--- src/rtl/binario_bcd_seq.sv ---
// Sequential double-dabble converter: unsigned binary to packed BCD for the digit display.
// One shift-and-add-3 iteration per clock; the result register only changes when done pulses.
module binario_bcd_seq #(
  parameter int WIDTH  = 14,
  parameter int DIGITS = 4
) (
  input  logic                  clk,
  input  logic                  rst,
  input  logic                  start,
  input  logic [WIDTH-1:0]      binario,
  output logic                  busy,
  output logic                  done,
  output logic [4*DIGITS-1:0]   bcd,
  output logic                  overflow
);

  localparam int BW = 4 * DIGITS;
  localparam int CW = $clog2(WIDTH + 1);

  typedef enum logic [1:0] {
    IDLE  = 2'd0,
    SHIFT = 2'd1,
    DONE  = 2'd2
  } state_t;

  state_t          state_r, state_s;
  logic [WIDTH-1:0] bin_r, bin_s;
  logic [BW-1:0]    scr_r, scr_s, adj_s;
  logic             ovf_r, ovf_s;
  logic [CW-1:0]    cnt_r, cnt_s;

  // A nibble of 5..9 becomes 8..12, so a 4-bit add never wraps.
  function automatic logic [3:0] add3(input logic [3:0] d);
    return (d >= 4'd5) ? (d + 4'd3) : d;
  endfunction

  // Next-state, add-3 correction and shift datapath.
  always_comb begin
    state_s = state_r;
    bin_s   = bin_r;
    scr_s   = scr_r;
    ovf_s   = ovf_r;
    cnt_s   = cnt_r;
    adj_s   = '0;
    for (int i = 0; i < DIGITS; i++) begin
      adj_s[4*i +: 4] = add3(scr_r[4*i +: 4]);
    end
    case (state_r)
      IDLE: begin
        if (start) begin
          bin_s   = binario;
          scr_s   = '0;
          ovf_s   = 1'b0;
          cnt_s   = CW'(WIDTH);
          state_s = SHIFT;
        end else begin
          state_s = IDLE;
        end
      end
      SHIFT: begin
        // The bit leaving the top digit is a multiple of 10^DIGITS: record it, drop it.
        {scr_s, bin_s} = {adj_s[BW-2:0], bin_r, 1'b0};
        ovf_s          = ovf_r | adj_s[BW-1];
        cnt_s          = cnt_r - CW'(1);
        if (cnt_r == CW'(1)) begin
          state_s = DONE;
        end else begin
          state_s = SHIFT;
        end
      end
      DONE: begin
        state_s = IDLE;
      end
      default: begin
        state_s = IDLE;
      end
    endcase
  end

  // State, datapath and registered handshake/result outputs.
  always_ff @(posedge clk or posedge rst) begin
    if (rst) begin
      state_r  <= IDLE;
      bin_r    <= '0;
      scr_r    <= '0;
      ovf_r    <= 1'b0;
      cnt_r    <= '0;
      busy     <= 1'b0;
      done     <= 1'b0;
      bcd      <= '0;
      overflow <= 1'b0;
    end else begin
      state_r <= state_s;
      bin_r   <= bin_s;
      scr_r   <= scr_s;
      ovf_r   <= ovf_s;
      cnt_r   <= cnt_s;
      busy    <= (state_s != IDLE);
      done    <= (state_s == DONE);
      // Result is published on entry to DONE so it is valid in the same cycle as done.
      if ((state_r == SHIFT) && (state_s == DONE)) begin
        bcd      <= scr_s;
        overflow <= ovf_s;
      end
    end
  end

endmodule
--- config.mk ---
export PLATFORM = sky130hd
export DESIGN_NAME = binario_bcd_seq
export DESIGN_NICKNAME = d
export VERILOG_FILES = /design/src/rtl/binario_bcd_seq.sv
export SDC_FILE = /design/constraint.sdc
export NUM_CORES = 1
export LEC_CHECK = 0
export ABC_AREA = 1
export CELL_PAD_IN_SITES_DETAIL_PLACEMENT = 0
export CELL_PAD_IN_SITES_GLOBAL_PLACEMENT = 2
export CORE_ASPECT_RATIO = 1.4
export CORE_MARGIN = 2
export CORE_UTILIZATION = 32
export CTS_CLUSTER_DIAMETER = 200
export DETAILED_ROUTE_END_ITERATION = 7
export GPL_TIMING_DRIVEN = 0
export HOLD_SLACK_MARGIN = 0.03
export MAX_ROUTING_LAYER = met4
export PLACE_DENSITY = 0.84
export SYNTH_ARGS = -nofsm -noshare
export SYNTH_HDL_FRONTEND = slang
export SYNTH_SLANG_ARGS = --single-unit
export TNS_END_PERCENT = 100
--- constraint.sdc ---
create_clock -name clk -period 1.9 [get_ports clk]
set_input_delay 0.285 -clock clk [delete_from_list [all_inputs] [get_ports clk]]
set_output_delay 0.285 -clock clk [all_outputs]
set_load 0.005 [all_outputs]
==> impl_metrics.csv, run 1 <==
group,metric,value,unit
route,routed.top_layer,"met4",
worst_setup_path,cp-endpoint,"bcd[6]",
clock_network,cts_max_level,2,
worst_setup_path,critPathMaxStageDelay,0.40,ns
route,dr_wl_met2,3.04,mm
worst_setup_path,critPathRequiredTime,2.09,ns
grt,grt_pass1_vias,2239,
sta,hold_violations,0,
layout,layout.cells.non_filler,475,
worst_setup_path,cp_slowest_cell,"dfrtp_1",
worst_setup_path,r2r-start,"cnt_r[1]",
route,vias_per_cell,4.69,
worst_setup_path,critPathBufInv,3,
place,port_buffers,35,
power_and_ir_drop,power_frac_comb,0.450,
yosys,yosys.cell_count.top_type,"nand2_1",
floorplan,die_w,82.0,um
route,wl_met1,2.83,mm
power_and_ir_drop,swShare,0.395,
worst_setup_path,worstReg2RegEnd,"bcd[6]",
clock_network,clk_pin_slew,0.07,ns
route,drt_iter0_markers,140,
worst_setup_path,crit_cells,8,
yosys,synth.distinct_cells,23,
yosys,synth-edff-count,0,
run_status,status,"finished clean",
yosys,synth_area_leaders,"dfrtp_1 (51%), nand2_1 (19%), nand3_1 (4.8%)",
layout,layout-drive-gt1-share,0.0858,
power_and_ir_drop,p_clk_frac,0.185,
clock_network,numCtsBuffers,5,
clock_network,cts_tree,"done",
worst_setup_path,r2r_cells,8,
sta,worst_clock_skew,0.00725,ns
layout,syn2layout_area_growth,24.3,%
place,dp.cells,467,
clock_network,cts_root_buf,"clkbuf_16",
worst_setup_path,cp_max_fo,10,
sta,relSlewSlack,0.574,
yosys,yosysWarningCount,0,
layout,regArea,1400,sq um
sta,fmax,621,MHz
layout,num-fill-cells,862,
sta,finalCritPeriodShare,0.847,
yosys,yosysTopAreaCellShare,0.514,
clock_network,holdBufCountCts,0,
layout,multi_input_area,1150,sq um
clock_network,numClockSinks,56,
worst_setup_path,critPathArrivalTime,1.80,ns
layout,fin_nets,399,
floorplan,chipHeight,113,um
power_and_ir_drop,finalPower,5.71,mW
worst_setup_path,critPathMostFrequentCell,"nand2_1",
hold_path,min_path_type,"input port to async pin",
route,postRouteAntennaNets,0,
place,place.gp.congestion,0.813,
route,drc_errors,0,
route,routed_wl,6.21,mm
power_and_ir_drop,sequentialPowerShare,0.366,
yosys,yosys-top-cells-count,"nand2_1 (136), dfrtp_1 (56), nand3_1 (26)",
yosys,synth-seq-cells,56,
grt,grt_max_degree,30,
power_and_ir_drop,powerDensity,1690,nW/um^2
yosys,yosysSeqAreaShare,0.514,
floorplan,initial_core_util,0.332,
worst_setup_path,startpoint_type,"flop",
yosys,synth_area_per_cell,8.28,sq um
yosys,synthesis.area,2720,sq um
yosys,yosysTopAreaCell,"dfrtp_1",
clock_network,postCtsSetupBuffers,0,
yosys,async_flop_share,1.00,
sta,finalSetupTns,0,ns
floorplan,ioPinCount,36,
grt,grt-ovfl-total,0,
yosys,synthCells,329,
clock_network,clockBufferDepth,2,
worst_setup_path,cp_top_family,"simple AND/OR/NAND/NOR gates",
route,wl_met3,164,um
yosys,syn_nets,356,
clock_network,cts_resized,0,
yosys,yosys_most_used_dff,"dfrtp_1",
sta,tightest_slew,0.638,ns
grt,antenna_found_initial,0,
floorplan,coreArea,8200,sq um
sta,setup_violations,0,
floorplan,fp-row-count,39,
place,dp_hpwl,4.49,mm
route,firstDrtPassIters,6,
clock_network,worstSkewPairLatency,0.30,ns
worst_setup_path,path_class,"flop to flop",
layout,num_antenna_cells,0,
power_and_ir_drop,intPower,3.45,mW
worst_setup_path,setup.worst_path.start,"cnt_r[1]",
route,num_vias,2228,
worst_setup_path,crit_chain,"inv_1 -> ha_1 -> nand3_1 -> nor2_8 -> inv_2 -> buf_6 -> nand2_1 -> nand2_1",
worst_setup_path,reg2reg_slack,0.29,ns
sta,maxSlewViolCount,0,
sta,rsz0062_at_grt,"false",
sta,fin_crit,1.61,ns
power_and_ir_drop,p_sw,2.26,mW
grt,grt_pass1_wl,10.6,mm
floorplan,dieArea,9280,sq um
route,detail_route.wl_per_cell,13.1,um
power_and_ir_drop,peakVddDrop,599,uV
power_and_ir_drop,cellLeakagePower,1.71,nW
grt,track_usage,0.154,
run,cap_violations,0,
worst_setup_path,end_kind,"flop",
stage by stage:
stage | hold WS [ns] | cell area, sq um | utilization | setup WS, ns
6_report | 0.394 | 3390 | 0.413 | 0.291
3_5_place_dp | 0.463 | 3220 | 0.393 | 0.258
3_3_place_gp | 0.457 | 3200 | 0.391 | -0.912
4_1_cts | 0.424 | 3390 | 0.413 | 0.254
2_1_floorplan | 0.430 | 2720 | - | 0.244
5_1_grt | 0.474 | 3390 | 0.413 | 0.150
worst min path at each step:
stage,end,slack [ns],cells after the start
2_1_floorplan,bin_r[0],0.43,2
3_3_place_gp,bin_r[0],0.46,2
3_5_place_dp,bin_r[0],0.46,2
4_1_cts,bcd[12],0.42,2
5_1_grt,bcd[12],0.47,2
6_report,busy,0.39,2
sequential cells by signal (all words and copies together), names as in the netlist:
| name | cells |
|---|---|
| bcd | 16 |
| scr_r | 16 |
| bin_r | 14 |
| cnt_r | 4 |
| state_r | 2 |
| busy | 1 |
| done | 1 |
| overflow | 1 |
| ovf_r | 1 |
cells by family (layout without fill, tap and decap cells):
logic type                 Yosys count  in the layout  synth area share
DFF                                 56             56             0.514
adders and majority gates           10             10            0.0459
and+or+nand+nor                    190            190             0.297
buffers and inverters               37             81            0.0638
AOI/OAI and AO/OA                   36             36            0.0790
per-layer routing:
metal,track usage,vias up
met1,0.188,1042
li1,-,1139
met3,0.0263,10
met2,0.245,37
met4,0.0689,0
met5,-,-
area by class of cell:
type / count / share of cell area
clock inverters: 2 / 0.0103
plain buffers: 10 / 0.0200
well taps: 102 / 0.0377
repair buffers: 36 / 0.109
multi-input cells: 236 / 0.339
clock buffers: 6 / 0.0381
inverters: 27 / 0.0314
flip-flops and latches: 56 / 0.414
worst reg2reg max path, cell delays in order (launching register included):
cell     delay, ns
dfrtp_1       0.40
inv_1         0.08
ha_1          0.14
nand3_1       0.22
nor2_8        0.25
inv_2         0.13
buf_6         0.17
nand2_1       0.06
nand2_1       0.06
power groups by stage:
stage                     clock, mW  combinational (mW)  sequential [mW]
after floorplan                   0                1.80             2.05
after global placement            0                2.57             2.09
after detailed placement          0                2.62             2.11
after CTS                      1.09                2.63             2.09
after global routing           1.14                2.96             2.16
final                          1.05                2.57             2.09
cell usage in the layout, fill, tap and decap left out, drive strengths merged:
cell / count
a21oi: 13
buf: 11
bufinv: 1
clkbuf: 6
clkdlybuf4s50: 35
clkinv: 1
dfrtp: 56
ha: 10
inv: 27
nand2: 138
nand3: 26
nand4: 6
nor2: 16
nor3: 4
o211ai: 1
o21ai: 15
o21bai: 1
o22ai: 6
(Power assumes the default switching activity.)
==> inputs of run 2 (changes only) <==
--- a/config.mk
+++ b/config.mk
@@ -10,13 +10,13 @@
 export CELL_PAD_IN_SITES_GLOBAL_PLACEMENT = 2
 export CORE_ASPECT_RATIO = 1.4
 export CORE_MARGIN = 2
-export CORE_UTILIZATION = 32
+export CORE_UTILIZATION = 29
 export CTS_CLUSTER_DIAMETER = 200
 export DETAILED_ROUTE_END_ITERATION = 7
 export GPL_TIMING_DRIVEN = 0
 export HOLD_SLACK_MARGIN = 0.03
 export MAX_ROUTING_LAYER = met4
-export PLACE_DENSITY = 0.84
+export PLACE_DENSITY = 0.8
 export SYNTH_ARGS = -nofsm -noshare
 export SYNTH_HDL_FRONTEND = slang
 export SYNTH_SLANG_ARGS = --single-unit
==> constraint.sdc (replaced) <==
create_clock -name clk -period 1.29 [get_ports clk]
set_input_delay 0.1935 -clock clk [delete_from_list [all_inputs] [get_ports clk]]
set_output_delay 0.1935 -clock clk [all_outputs]
set_load 0.005 [all_outputs]
==> run 2 against run 1 <==
  * The run now ends with negative setup slack left
  * Final cell count is 5.9% higher
  * Global-route usage is 1.5 points lower
  * Routed wire length grew 5.4%
  * Setup slack lost 0.31 ns
  * Clock-buffer cell count up 1
  * Cell area is 16% higher
  * Sequential cell count unchanged
  * Highest routed layer unchanged
  * Critical endpoint is now bcd[12]
==> impl_metrics.csv, run 2 (synthesis results as in run 1) <==
group,metric,value,unit
layout,num-fill-cells,921,
sta,relSlewSlack,0.658,
layout,regArea,1400,sq um
sta,fin_crit,1.31,ns
worst_setup_path,critPathArrivalTime,1.50,ns
grt,track_usage,0.138,
run_status,violations,"negative setup slack",
sta,worst_clock_skew,0.00653,ns
route,detail_route.wl_per_cell,13.0,um
floorplan,fp-row-count,41,
worst_setup_path,path_class,"flop to flop",
grt,grt-ovfl-total,0,
route,num_vias,2316,
layout,syn2layout_area_growth,43.6,%
floorplan,dieArea,10200,sq um
floorplan,chipHeight,119,um
power_and_ir_drop,powerDensity,2480,nW/um^2
floorplan,die_w,85.9,um
place,place.gp.congestion,0.782,
route,postRouteAntennaNets,0,
worst_setup_path,critPathRequiredTime,1.48,ns
layout,layout-drive-gt1-share,0.313,
power_and_ir_drop,peakVddDrop,969,uV
layout,largestRegisters,"bcd (16), scr_r (16), bin_r (14)",
run_status,status,"finished, violations left",
clock_network,cts_root_buf,"clkbuf_16",
clock_network,cts_max_level,2,
grt,antenna_found_initial,0,
floorplan,coreArea,9080,sq um
worst_setup_path,cp-endpoint,"bcd[12]",
sta,rsz0062_at_grt,"true",
clock_network,numCtsBuffers,5,
route,drt_iter0_markers,105,
sta,tightest_slew,0.512,ns
worst_setup_path,reg2reg_slack,-0.02,ns
grt,grt_pass1_vias,2317,
worst_setup_path,end_kind,"flop",
hold_path,min_path_type,"input port to async pin",
layout,multi_input_area,1440,sq um
sta,setup_violations,5,
route,firstDrtPassIters,4,
sta,finalSetupTns,-0.0364,ns
sta,maxSlewViolCount,0,
layout,final_cell_mix,"nand2_1 (106), dfrtp_1 (54), buf_4 (25)",
sta,fmax,766,MHz
layout,fin_nets,423,
layout,final_common_cell,"nand2_1",
worst_setup_path,startpoint_type,"flop",
sta,worst_hold_slack,0.0718,ns
worst_setup_path,r2r-start,"state_r[1]",
clock_network,clk_pin_slew,0.07,ns
floorplan,initial_core_util,0.300,
clock_network,cts_tree,"done",
clock_network,worstSkewPairLatency,0.30,ns
layout,num_antenna_cells,0,
sta,hold_violations,0,
sta,fin_ws,-0.0160,ns
sta,finalCritPeriodShare,1.01,
worst_setup_path,r2r_cells,9,
place,dp_hpwl,4.28,mm
place,port_buffers,35,
run,cap_violations,0,
route,vias_per_cell,4.60,
grt,grt_pass1_wl,10.9,mm
worst_setup_path,setup.worst_path.start,"state_r[1]",
grt,grt_max_degree,57,
route,drc_errors,0,
clock_network,holdBufCountCts,0,
route,routed_wl,6.54,mm
worst_setup_path,cp_max_fo,5,
power_and_ir_drop,cellLeakagePower,1.95,nW
clock_network,numClockSinks,56,
clock_network,clockBufferDepth,2,
floorplan,ioPinCount,36,
worst_setup_path,worstReg2RegEnd,"bcd[12]",
## run 2: cell types whose count changed in the layout (fill, tap and decap cells not counted), moves of 7 or more
cell / before / now
buf_4: 2 / 25
clkdlybuf4s50_1: 35 / 15
dlygate4sd2_1: 0 / 20
ha_1: 10 / 2
inv_1: 21 / 7
inv_2: 5 / 14
nand2_1: 136 / 106
nand2_2: 1 / 24
nand3_1: 26 / 19
o21ai_0: 14 / 6
## run 2: metal layers
metal  share of wire  wire, um  vias to the layer above  global-route usage
met2            0.52      3420                       25               0.232
li1                -         -                     1183                   -
met4           0.017       112                        0              0.0506
met5               0         0                        -                   -
met1            0.44      2870                     1102               0.163
met3           0.021       137                        6              0.0251
## run 2: worst min path at each step
| stage | start | endpoint | slack [ns] | cells past startpoint |
|---|---|---|---|---|
| after global routing | rst | bin_r[9] | 0.10 | 2 |
| after global placement | bin_r[0] | bin_r[0] | 0.46 | 2 |
| final | rst | bin_r[12] | 0.07 | 2 |
| after floorplan | rst | bcd[0] | 0.27 | 1 |
| after detailed placement | ovf_r | ovf_r | 0.46 | 2 |
| after CTS | rst | busy | 0.40 | 2 |
## run 2: stage by stage
step | power (mW) | instance area, sq um | cells | utilization | setup slack, ns
after floorplan | 5.71 | 2750 | 329 | - | 0.000313
after global placement | 6.94 | 3230 | 471 | 0.356 | -0.340
after detailed placement | 6.96 | 3230 | 471 | 0.356 | -0.335
after CTS | 8.77 | 3520 | 490 | 0.388 | -0.0602
after global routing | 10.6 | 3910 | 503 | 0.431 | -0.110
final | 9.71 | 3910 | 503 | 0.431 | -0.0160
## run 2: cell type report
cell class              instances  share of cell area
plain buffers                   8              0.0214
clock buffers                   7              0.0390
inverters                      27              0.0326
multi-input cells             236               0.368
flip-flops and latches         56               0.359
well taps                     107              0.0342
repair buffers                 62               0.146
## run 2: power breakdown
group / internal, mW / switching [mW]
registers: 2.57 / 0.562
logic: 2.33 / 2.80
clock network: 0.817 / 0.631
total: 5.71 / 3.99
## run 2: timing repair
action	4_1_cts	5_1_grt
setup buffers	13	12
gates resized for setup	52	81
pin swaps	6	14
cloned	0	1
setup endpoints to repair	79	47
## run 2: critical path, cell delays in order, from the launching register on
cell and delay, ns:
dfrtp_2 0.45, nor2_8 0.18, inv_8 0.07, nand2_8 0.08
inv_6 0.04, buf_8 0.13, nand2_1 0.06, nand2_1 0.07
nand2_1 0.07, nand2_1 0.05
